File: src/rtl/seq_serializer.sv
// rtl/seq_serializer.sv - MSB-first parallel-to-serial front end for seqdetector
// Optional even-parity bit per word when SER_PARITY_EN is defined.
module seq_serializer #(
   parameter int W = 8
) (
   input  logic                     clk,
   input  logic                     reset,
   input  logic [W-1:0]             din,
   input  logic                     load,
   output logic                     ready,
   output logic                     X,
   output logic                     bit_valid,
   output logic                     last,
   output logic [1:0]               state,
   output logic [$clog2(W+1)-1:0]   cnt
);

   localparam int CW = $clog2(W+1);

   typedef enum logic [1:0] {
      IDLE  = 2'd0,
      SHIFT = 2'd1,
      PAR   = 2'd2
   } state_t;

   state_t       st;
   // The MSB goes straight to X on load, so only the remaining W-1 bits are held.
   logic [W-2:0] sreg;
`ifdef SER_PARITY_EN
   logic         par;
`endif

   assign state = st;

   always_ff @(posedge clk) begin
      if (!reset) begin
         st        <= IDLE;
         sreg      <= '0;
         cnt       <= '0;
         X         <= 1'b0;
         bit_valid <= 1'b0;
         last      <= 1'b0;
         ready     <= 1'b1;
`ifdef SER_PARITY_EN
         par       <= 1'b0;
`endif
      end else if (load && ready) begin
         st        <= SHIFT;
         sreg      <= din[W-2:0];
         cnt       <= CW'(W);
         X         <= din[W-1];
         bit_valid <= 1'b1;
         last      <= 1'b0;
         ready     <= 1'b0;
`ifdef SER_PARITY_EN
         par       <= ^din;
`endif
      end else begin
         case (st)
            SHIFT: begin
               sreg <= sreg << 1;
               cnt  <= cnt - CW'(1);
               if (cnt == CW'(1)) begin
`ifdef SER_PARITY_EN
                  st        <= PAR;
                  X         <= par;
                  bit_valid <= 1'b1;
                  last      <= 1'b1;
                  ready     <= 1'b1;
`else
                  st        <= IDLE;
                  X         <= 1'b0;
                  bit_valid <= 1'b0;
                  last      <= 1'b0;
                  ready     <= 1'b1;
`endif
               end else begin
                  X         <= sreg[W-2];
                  bit_valid <= 1'b1;
`ifdef SER_PARITY_EN
                  last      <= 1'b0;
                  ready     <= 1'b0;
`else
                  last      <= (cnt == CW'(2));
                  ready     <= (cnt == CW'(2));
`endif
               end
            end
            default: begin
               st        <= IDLE;
               sreg      <= '0;
               cnt       <= '0;
               X         <= 1'b0;
               bit_valid <= 1'b0;
               last      <= 1'b0;
               ready     <= 1'b1;
            end
         endcase
      end
   end

endmodule

File: config.mk
export PLATFORM = sky130hd
export DESIGN_NAME = seq_serializer
export DESIGN_NICKNAME = d
export VERILOG_FILES = /design/src/rtl/seq_serializer.sv
export SDC_FILE = /design/constraint.sdc
export NUM_CORES = 1
export LEC_CHECK = 0
export BUFFER_PORTS_ARGS = -buffer_cell sky130_fd_sc_hd__buf_4
export CAP_MARGIN = 10
export CORE_AREA = 5 5 42 44
export CTS_CLUSTER_SIZE = 16
export DETAILED_ROUTE_END_ITERATION = 10
export DIE_AREA = 0 0 47 49
export HOLD_SLACK_MARGIN = 0.08
export PLACE_DENSITY_LB_ADDON = 0.1
export SYNTH_ARGS = -nofsm -noshare
export SYNTH_HDL_FRONTEND = slang
export SYNTH_SLANG_ARGS = --single-unit
File: constraint.sdc
create_clock -name clk -period 2.16 [get_ports clk]
set_input_delay 0.432 -clock clk [delete_from_list [all_inputs] [get_ports clk]]
set_output_delay 0.432 -clock clk [all_outputs]
set_load 0.005 [all_outputs]
==> metrics.md, run 1 <==
| Metric | Value |
|---|---|
| CP max FO | 5 |
| Final setup TNS | 0 ns |
| Detailed Routing Iterations Pass 1 | 3 |
| Yosys reg bits | 16 |
| CTS tree | done |
| Hold_ws | 0.362 ns |
| Layout cells sized above 1 | 49.3% |
| Worst path cell trace | buf_4 |
| CTS Sinks | 16 |
| Final setup vio count | 0 |
| Routed wire per std cell | 11.3 um |
| Required @ worst endpoint | 1.73 ns |
| Clk_skew | 0.00277 ns |
| Placed cell area | 734 um2 |
| Clk Latency, worst-skew pair | 0.28 ns |
| Max Freq | 790 MHz |
| Post-CTS Setup Inserts | 0 |
| Number of global-route vias before repair | 422 |
| Die height | 49 um |
| Hold Path Class | input pin to flip-flop |
| Final Util | 55.0% |
| RSZ-0062 raised after global routing | no |
| CTS Buf Count | 3 |
| Worst VDD drop | 0.000448 V |
| Final Wtd Congestion | 0.678 |
| CP peak stage delay | 0.42 ns |
| Worst-path clk slew | 0.09 ns |
| Gr usage total | 9.78% |
| Vias after detailed routing | 422 |
| Commonest non-fill, non-tap cells in the layout | 19 x buf_4, 16 x dfxtp_1, 6 x a22o_2 |
| Boundary pin count | 21 |
| Hold-fix buffers, CTS | 0 |
| Nets | 86 |
| Initial Util | 42.1% |
| Yosys warning count | 0 |
| ANT nets after route | 0 |
| Post-synthesis sequential area ratio | 54.2% |
| Pwr Density | 803 mW/mm2 |
| Pleak | 0.350 nW |
| Syn_nets | 64 |
| Avg Cell Area, Syn | 11.8 um2 |
| Crit-path slowest cell | dfxtp_1 |
| Initial DRC count | 12 |
| P&R area growth vs syn | 30.5% |
| FP Rows | 14 |
| CORE AREA | 0.00140 mm2 |
| Largest net degree at the start of global routing | 13 |
| Placed instance count | 83 |
| Crit start category | flip-flop |
| Grt ovf | 0 |
| First-pass GRT wire length | 1660 um |
| Buffers and inverters on the worst path | 1 |
| MaxCap Viol Count | 0 |
| WL final | 983 um |
| Fin crit share | 58.6% |
| Worst Setup End Kind | output pin |
| Hold Fails Final Rpt | 0 |
| Power Total | 619 uW |
| Width of the die | 47 um |
| Post-route design area | 771 um2 |
| Post-synth cell types | 22 |
| Root Buffer Master | clkbuf_4 |
| Inserted Diodes | 0 |
| Pre-CTS WS | 0.965 ns |
| DRC violations left | 0 |
| PostCTS Resize Cnt | 0 |
| Slew Limit Fails | 0 |
| Via-per-instance ratio | 4.85 |
| R2r setup slk | 1.07 ns |
| Cell Area, Synth | 591 um2 |
| Initial antenna violation count | 0 |
| Clk buf depth | 2 |
| Post-Layout Cell Count | 87 |
| Post-route minimum period | 1.27 ns |
| Synth Instances | 50 |
| Die area | 0.00230 mm2 |
| Post-DP HPWL | 777 um |
| Crit-path leading delay family | flip-flops |
| CP arrival | 0.83 ns |
| Run status | finished clean |
| Final worst slack | 0.894 ns |
| H-tree levels | 1 |
| Commonest non-fill, non-tap cell in the layout | buf_4 |
| Critical path class | flip-flop to output pin |
| Input/output buffers | 19 |
-- sequential cells by signal, indices dropped and copies added (netlist names) --
| register | count |
|---|---|
| sreg | 7 |
| X | 1 |
| bit_valid | 1 |
| ready | 1 |
| cnt | 4 |
| last | 1 |
| state | 1 |
-- power by group --
group	internal [mW]	switching [mW]	total [mW]
combinational	0.0564	0.0368	0.0932
sequential	0.317	0.0162	0.333
clock	0.102	0.0900	0.192
total	0.476	0.143	0.619
-- final timing paths --
check,start,end,depth (start not counted)
worst min-delay path,din[0],sreg[0]$_SDFF_PN0_,2
worst min register to register,sreg[4]$_SDFF_PN0_,sreg[5]$_SDFF_PN0_,1
worst max-delay path,state[0]$_SDFFE_PN0P_,state[0],1
worst max register to register,cnt[0]$_SDFF_PP0_,ready$_SDFF_PN1_,4
-- logic make-up (layout without fill, tap and decap cells) --
logic type | Yosys count | in the layout | share of synthesized area (%)
simple gates | 10 | 10 | 9.32
compound gates | 14 | 14 | 22.0
other cells | 1 | 1 | 0.635
fa+ha+maj | 3 | 3 | 6.36
flops | 16 | 16 | 54.2
xor+xnor | 2 | 2 | 2.97
buf+inv | 4 | 25 | 4.45
-- synthesized netlist by cell type --
library cell | number | area [um2]
o21ai_0 | 1 | 5.00
a21oi_4 | 1 | 16.3
nor2_1 | 4 | 15.0
inv_1 | 2 | 7.51
nand2_1 | 1 | 3.75
and3_2 | 1 | 7.51
nand2_2 | 1 | 6.26
a32o_1 | 1 | 10.0
dfxtp_1 | 16 | 320
ha_1 | 3 | 37.5
a31oi_1 | 1 | 6.26
o21bai_1 | 1 | 7.51
conb_1 | 1 | 3.75
a21o_1 | 1 | 7.51
a22o_2 | 6 | 60.1
buf_6 | 1 | 11.3
and2_2 | 1 | 7.51
a31o_2 | 2 | 17.5
and4b_1 | 1 | 10.0
xnor2_1 | 2 | 17.5
nor3_1 | 1 | 5.00
buf_4 | 1 | 7.51
-- layout make-up --
type	count	area, um2
repair buffers	19	143
multi-input cells	30	244
fillers	136	631
clock buffers	4	36.3
well taps	16	20.0
inverters	2	7.51
flip-flops and latches	16	320
-- metal layers --
metal  track usage, %  routed length [um]  up-vias
met5                0                   0        -
met1             12.3                 439      188
met3             3.32                  95        0
li1                 -                   -      218
met2             14.7                 448       16
met4             4.15                   0        0
(Power assumes the default switching activity.)
==> run 2: changes to the inputs <==
Settings changed: ABC_AREA set to 1, CORE_AREA 5 5 42 44 to unset, CORE_MARGIN set to 5, CORE_UTILIZATION set to 46, DIE_AREA 0 0 47 49 to unset.
Clock period 2.16 ns to 1.2 ns, I/O delays scaled along.
==> run 2 against run 1 <==
Against the previous run:
- clock skew up 0.0024 ns
- sequential share of layout area down 1.2 points
- synthesized cell count up 48%
- via count up 14%
- hold slack worse by 0.22 ns
- critical path depth unchanged
- flip-flop and latch count unchanged
- die area down 5.6%
- first-iteration DRC count down 17%
- utilization up 6.7 points
- largest power group unchanged
==> metrics.md, run 2 <==
| Metric | Value |
|---|---|
| Run status | finished clean |
| Final setup vio count | 0 (unchanged) |
| Yosys reg bits | 16 (unchanged) |
| Hold Fails Final Rpt | 0 (unchanged) |
| Clk Latency, worst-skew pair | 0.28 ns (about the same) |
| Pwr Density | 1310 mW/mm2 (+63%) |
| Avg Cell Area, Syn | 8.34 um2 (-29%) |
| Hold Path Class | input pin to flip-flop |
| Dominant cell type by area after synthesis | dfxtp_1 |
| PostCTS Resize Cnt | 0 (unchanged) |
| Nets | 111 (+29%) |
| Post-CTS Setup Inserts | 0 (unchanged) |
| Initial DRC count | 10 (-2) |
| Area share of the largest cell type after synthesis | 51.9% (-2.3 points) |
| Synth Instances | 74 (+48%) |
| Sequential Area | 320 um2 (unchanged) |
| Count leader, synth | nand2_1 |
| Commonest non-fill, non-tap cells in the layout | 25 x nand2_1, 19 x buf_4, 16 x dfxtp_1 |
| WL final | 1040 um (+5.5%) |
| Root Buffer Master | clkbuf_4 |
| Crit-path leading delay family | flip-flops |
| ANT nets after route | 0 (unchanged) |
| Worst path cell trace | buf_4 |
| Fill cells | 119 (-13%) |
| EDFF count, synth | 0 (unchanged) |
| Asr flop ratio synth | 0% (unchanged) |
| Top post-synthesis cells by count | 25 x nand2_1, 16 x dfxtp_1, 5 x inv_1, 5 x nor2_1, 4 x nand3_1 |
| Vias after detailed routing | 481 (+14%) |
| Die area | 0.00217 mm2 (-5.6%) |
| Grt ovf | 0 (unchanged) |
| Crit-path slowest cell | dfxtp_1 |
| Slew Limit Fails | 0 (unchanged) |
| Syn_nets | 88 (+38%) |
| Power Total | 1.04 mW (+68%) |
| Max Freq | 943 MHz |
| Crit path launch | cnt[2]$_SDFF_PP0_ |
| CTS Buf Count | 3 (unchanged) |
| H-tree levels | 1 (unchanged) |
| FP Rows | 13 (-1) |
| Reg-to-Reg End | ready$_SDFF_PN1_ |
| MaxCap Viol Count | 0 (unchanged) |
| Input/output buffers | 19 (unchanged) |
| Final setup TNS | 0 ns (unchanged) |
| Reg-to-reg startpoint | cnt[0]$_SDFF_PP0_ |
| Post-Layout Cell Count | 110 (+26%) |
| DRC violations left | 0 (unchanged) |
| Width of the die | 46.6 um (-0.81%) |
| Fin crit share | 88.3% |
| Via-per-instance ratio | 4.37 (-9.9%) |
| Clk buf depth | 2 (unchanged) |
| Crit start category | flip-flop |
| Synth area leaders | dfxtp_1 52%, nand2_1 15%, ha_1 6.1%, nand3_1 3.2%, nand3_2 3.2% |
| Boundary pin count | 21 (unchanged) |
| CP arrival | 0.82 ns (about the same) |
| Pleak | 0.421 nW (+20%) |
| Cell Area, Synth | 617 um2 (+4.4%) |
| Die height | 46.6 um (-4.9%) |
| Initial antenna violation count | 0 (unchanged) |
| Hold-fix buffers, CTS | 0 (unchanged) |
| Post-DP HPWL | 801 um (+3.1%) |
| Largest net degree at the start of global routing | 9 (-4) |
| Worst VDD drop | 0.00105 V (+130%) |
| Setup crit end | cnt[2] |
| Worst-path clk slew | 0.09 ns (about the same) |
| P&R area growth vs syn | 28.6% |
| Largest register FFs | 7 (unchanged) |
| Multi-input gate area | 246 um2 (+1.0%) |
| Most flops, register | sreg |
| Placed instance count | 107 (+29%) |
| Post-route minimum period | 1.06 ns |
| Commonest non-fill, non-tap cell in the layout | nand2_1 |
| Yosys warning count | 0 (unchanged) |
| CP peak stage delay | 0.40 ns (-0.02 ns) |
| Critical path class | flip-flop to output pin |
| Buffers and inverters on the worst path | 1 (unchanged) |
| Main synth FF type | dfxtp_1 |
| Detailed Routing Iterations Pass 1 | 4 (+1) |
| CP Depth | 1 (unchanged) |
| Routed wire per std cell | 9.43 um (-17%) |
| Gr usage total | 11.4% (+1.6 points) |
| Number of global-route vias before repair | 440 (+4.3%) |
| Initial Util | 48.0% (+5.9 points) |
| Final Wtd Congestion | 0.699 (+3.2%) |
| Post-synth cell types | 17 (-23%) |
| CORE AREA | 0.00128 mm2 (-8.3%) |
| CTS Sinks | 16 (unchanged) |
| Regs by FF count | sreg (7), cnt (4) |
| R2r setup slk | 0.16 ns (-0.91 ns) |
| Clk_skew | 0.00518 ns (+0.00241 ns) |
| Layout cells sized above 1 | 33.7% (-16 points) |
| Hold_ws | 0.140 ns (-0.223 ns) |
| RSZ-0062 raised after global routing | no |
| Required @ worst endpoint | 0.96 ns (-0.77 ns) |
| Post-synthesis sequential area ratio | 51.9% (-2.3 points) |
| Inserted Diodes | 0 (unchanged) |
| Worst Reg-to-Reg Cells | 6 (+2) |
| CP max FO | 4 (-1) |
| First-pass GRT wire length | 1700 um (+2.5%) |
| CTS tree | done |
| Final Util | 61.7% (+6.7 points) |
| Worst Setup End Kind | output pin |
[run 2: changes by cell type after synthesis, sizes merged, moves of 2 or more]
cell   before  now
inv         2   10
nand2       2   27
nand3       0    6
a22o        6    0
a31o        2    0
[run 2: cell families after synthesis]
kind of cell | Yosys count | share of synthesized area (%)
DFF | 16 | 51.9
adders and majority gates | 3 | 6.09
AOI/OAI and AO/OA | 2 | 1.62
and+or+nand+nor | 40 | 30.2
xor gates and xnor gates | 1 | 1.42
buffers and inverters | 11 | 8.11
other | 1 | 0.608
[run 2: final cells by class]
| cell class | instances | area share (%) |
|---|---|---|
| repair buffers | 19 | 18.0 |
| well taps | 15 | 2.37 |
| inverters | 10 | 5.36 |
| clock buffers | 3 | 2.84 |
| flip-flops and latches | 16 | 40.4 |
| multi-input cells | 47 | 31.1 |
[run 2: worst register-to-register path, stage by stage, from the launching register on]
cell	delay [ns]
dfxtp_1	0.38
inv_1	0.10
ha_1	0.20
nand3_1	0.11
nand3_1	0.08
nand2_1	0.06
inv_1	0.03
[run 2: where the power goes]
group	total [mW]	switching (mW)	internal, mW
Clock	0.276	0.160	0.117
Sequential	0.592	0.0217	0.571
Combinational	0.170	0.0831	0.0869
[run 2: worst min path at each step]
stage / startpoint / end / cells after the start
2_1_floorplan: din[1] / sreg[1]$_SDFF_PN0_ / 2
3_5_place_dp: sreg[2]$_SDFF_PN0_ / sreg[3]$_SDFF_PN0_ / 2
3_3_place_gp: sreg[3]$_SDFF_PN0_ / sreg[4]$_SDFF_PN0_ / 2
5_1_grt: din[2] / sreg[2]$_SDFF_PN0_ / 3
6_report: din[2] / sreg[2]$_SDFF_PN0_ / 3
4_1_cts: din[2] / sreg[2]$_SDFF_PN0_ / 3
[run 2: routing by layer]
| layer | track usage [%] | wire length [um] |
|---|---|---|
| met5 | 0 | 0 |
| met4 | 8.29 | 22 |
| met3 | 4.30 | 117 |
| met2 | 15.9 | 406 |
| met1 | 14.0 | 490 |
[run 2: stage by stage]
step / setup WS (ns) / instance area (um2)
2_1_floorplan: 0.198 / 617
3_3_place_gp: 0.193 / 771
3_5_place_dp: 0.161 / 771
4_1_cts: 0.132 / 793
5_1_grt: 0.0568 / 793
6_report: 0.140 / 793
==> run 3: changes to the inputs <==
Settings changed: CORE_UTILIZATION 46 to 41.
Clock period 1.2 ns to 0.95 ns, I/O delays scaled along.
==> run 3 against run 2 <==
Against the previous run:
- the run now ends with negative setup slack left
- routed wire length rose by 9.0%
- die area up 9.5%
- register-to-register slack got worse by 0.18 ns
- worst setup slack got worse by 0.22 ns
- combinational power grew 66%
- via count up 10%
- final area rose by 16%
- utilization up 0.77 points
- critical path type unchanged
- critical endpoint is now cnt[0]
- largest power group unchanged
- highest routed layer unchanged
==> metrics.md, run 3 (synthesized netlist as in run 2, its figures left out) <==
| Metric | Value |
|---|---|
| Run status | finished, violations left |
| Failing checks | negative setup slack |
| Clk buf depth | 2 (unchanged) |
| Max Freq | 974 MHz |
| Largest net degree at the start of global routing | 10 (+1) |
| Sequential Area | 328 um2 (+2.3%) |
| Pre-CTS WS | -0.00566 ns (-0.167 ns) |
| Initial Util | 41.9% (-6.1 points) |
| Crit-path slowest cell | dfxtp_2 |
| Crit-path leading delay family | flip-flops |
| CP peak stage delay | 0.35 ns (-0.05 ns) |
| Grt ovf | 0 (unchanged) |
| Width of the die | 48.8 um (+4.6%) |
| CP max FO | 3 (-1) |
| Combinational Power Share | 19.2% (+2.8 points) |
| WL final | 1130 um (+9.0%) |
| Input/output buffers | 19 (unchanged) |
| CP arrival | 0.84 ns (+0.02 ns) |
| Largest register FFs | 7 (unchanged) |
| First-pass GRT wire length | 2020 um (+19%) |
| Die area | 0.00238 mm2 (+9.5%) |
| Min-delay src | din[3] |
| Hold_ws | 0.102 ns (-0.0374 ns) |
| Buffers and inverters on the worst path | 2 (+1) |
| Via-per-instance ratio | 4.41 (+0.81%) |
| Final worst slack | -0.0765 ns (-0.217 ns) |
| Worst Setup End Kind | output pin |
| Initial DRC count | 0 (-10) |
| Reg-to-reg startpoint | cnt[1]$_SDFF_PP0_ |
| Most used cell, CP | buf_6 |
| CTS Buf Count | 3 (unchanged) |
| Gr usage total | 10.6% (-0.78 points) |
| RSZ-0062 raised after global routing | yes |
| Die height | 48.8 um (+4.6%) |
| MaxCap Viol Count | 0 (unchanged) |
| DRC violations left | 0 (unchanged) |
| P&R area growth vs syn | 49.1% |
| Detailed Routing Iterations Pass 1 | 1 (-3) |
| Final Wtd Congestion | 0.773 (+11%) |
| Pwr Density | 1600 mW/mm2 (+22%) |
| Most flops, register | sreg |
| Worst-path clk slew | 0.09 ns (about the same) |
| Crit path launch | cnt[0]$_SDFF_PP0_ |
| FP Rows | 14 (+1) |
| Post-DP HPWL | 843 um (+5.2%) |
| Final setup TNS | -0.168 ns (-0.168 ns) |
| Clock power frac | 29.5% (+2.9 points) |
| Nets | 119 (+7.2%) |
| Inserted Diodes | 0 (unchanged) |
| Layout cells sized above 1 | 46.2% (+12 points) |
| Seq pwr share | 51.3% (-5.7 points) |
| Internal | 1.12 mW (+44%) |
| CORE AREA | 0.00147 mm2 (+15%) |
| Vias after detailed routing | 529 (+10%) |
| H-tree levels | 1 (unchanged) |
| Multi-input gate area | 256 um2 (+4.1%) |
| Final Util | 62.5% (+0.77 points) |
| Fin crit share | 108% |
| Crit start category | flip-flop |
| Routed wire per std cell | 9.42 um (-0.11%) |
| Final setup vio count | 3 (+3) |
| Net Sw Frac | 23.9% (-1.6 points) |
| Number of global-route vias before repair | 521 (+18%) |
| CTS tree | done |
| Worst VDD drop | 0.00135 V (+29%) |
| Regs by FF count | sreg (7), cnt (4) |
| ANT nets after route | 0 (unchanged) |
| Commonest non-fill, non-tap cell in the layout | nand2_1 |
| Clk Latency, worst-skew pair | 0.28 ns (about the same) |
| Post-route minimum period | 1.03 ns |
| Slew Limit Fails | 0 (unchanged) |
| Root Buffer Master | clkbuf_4 |
| Clk_skew | 0.00384 ns (-0.00134 ns) |
| Switching pwr | 351 uW (+33%) |
| Commonest non-fill, non-tap cells in the layout | 25 x nand2_1, 17 x buf_4, 10 x dfxtp_1 |
| Power Total | 1.47 mW (+41%) |
| Critical path class | flip-flop to output pin |
| Pleak | 0.476 nW (+13%) |
| Initial antenna violation count | 0 (unchanged) |
| CTS Sinks | 16 (unchanged) |
| Required @ worst endpoint | 0.76 ns (-0.20 ns) |
| Boundary pin count | 21 (unchanged) |
| Fill cells | 141 (+18%) |
| Hold Fails Final Rpt | 0 (unchanged) |
| Hold Path Class | input pin to flip-flop |
| Worst path cell trace | buf_6, buf_6 |
-- run 3: cell count changes in the layout (fill, tap and decap cells not counted), sizes merged --
cell / before / now
dlygate4sd3: 0 / 3
clkbuf: 3 / 4
buf: 19 / 24
-- run 3: routing by layer --
metal / global-route usage (%) / part of all wire, %
met5: 0 / 0
met4: 4.04 / 0.71
met3: 4.59 / 8.1
met2: 18.5 / 50
met1: 11.1 / 41
-- run 3: power groups by stage --
stage / sequential, mW / combinational, mW / clock (mW)
floorplan: 0.767 / 0.115 / 0
global placement: 0.766 / 0.227 / 0
detailed placement: 0.767 / 0.227 / 0
CTS: 0.752 / 0.275 / 0.466
global route: 0.761 / 0.316 / 0.489
finish: 0.754 / 0.282 / 0.433
-- run 3: path summary, 6_finish.rpt --
| path | end | cells after the start | slack (ns) |
|---|---|---|---|
| setup / recovery | cnt[0] | 2 | -0.08 |
| hold reg to reg | sreg[2]$_SDFF_PN0_ | 2 | 0.43 |
| setup reg to reg | ready$_SDFF_PN1_ | 6 | -0.02 |
| hold / removal | sreg[3]$_SDFF_PN0_ | 3 | 0.10 |
-- run 3: area by class of cell --
cell class                 instances  area share [%]
clock buffer                       4            3.95
tap                               16            2.18
multi-input combinational         47            27.9
timing repair buffer              27            25.7
sequential                        16            35.6
inverter                          10            4.63
-- run 3: through the flow --
step	std cells	area (um2)
finish	120	920
global placement	110	790
global route	120	920
floorplan	74	619
detailed placement	110	790
CTS	120	910
-- run 3: repair_timing --
| item | CTS | global route |
|---|---|---|
| resized for setup | 12 | 4 |
| pin swaps | 2 | 1 |
| hold buffers | 3 | 0 |
| endpoints found under the setup margin | 7 | 11 |
| buffers inserted | 3 | 0 |
| hold endpoints to repair | 3 | 0 |
-- run 3: tightest hold or removal path: cells and delay by family --
| family | cells | cell delay [ns] |
|---|---|---|
| simple gates | 2 | 0.09 |
| buf+inv | 1 | 0.07 |
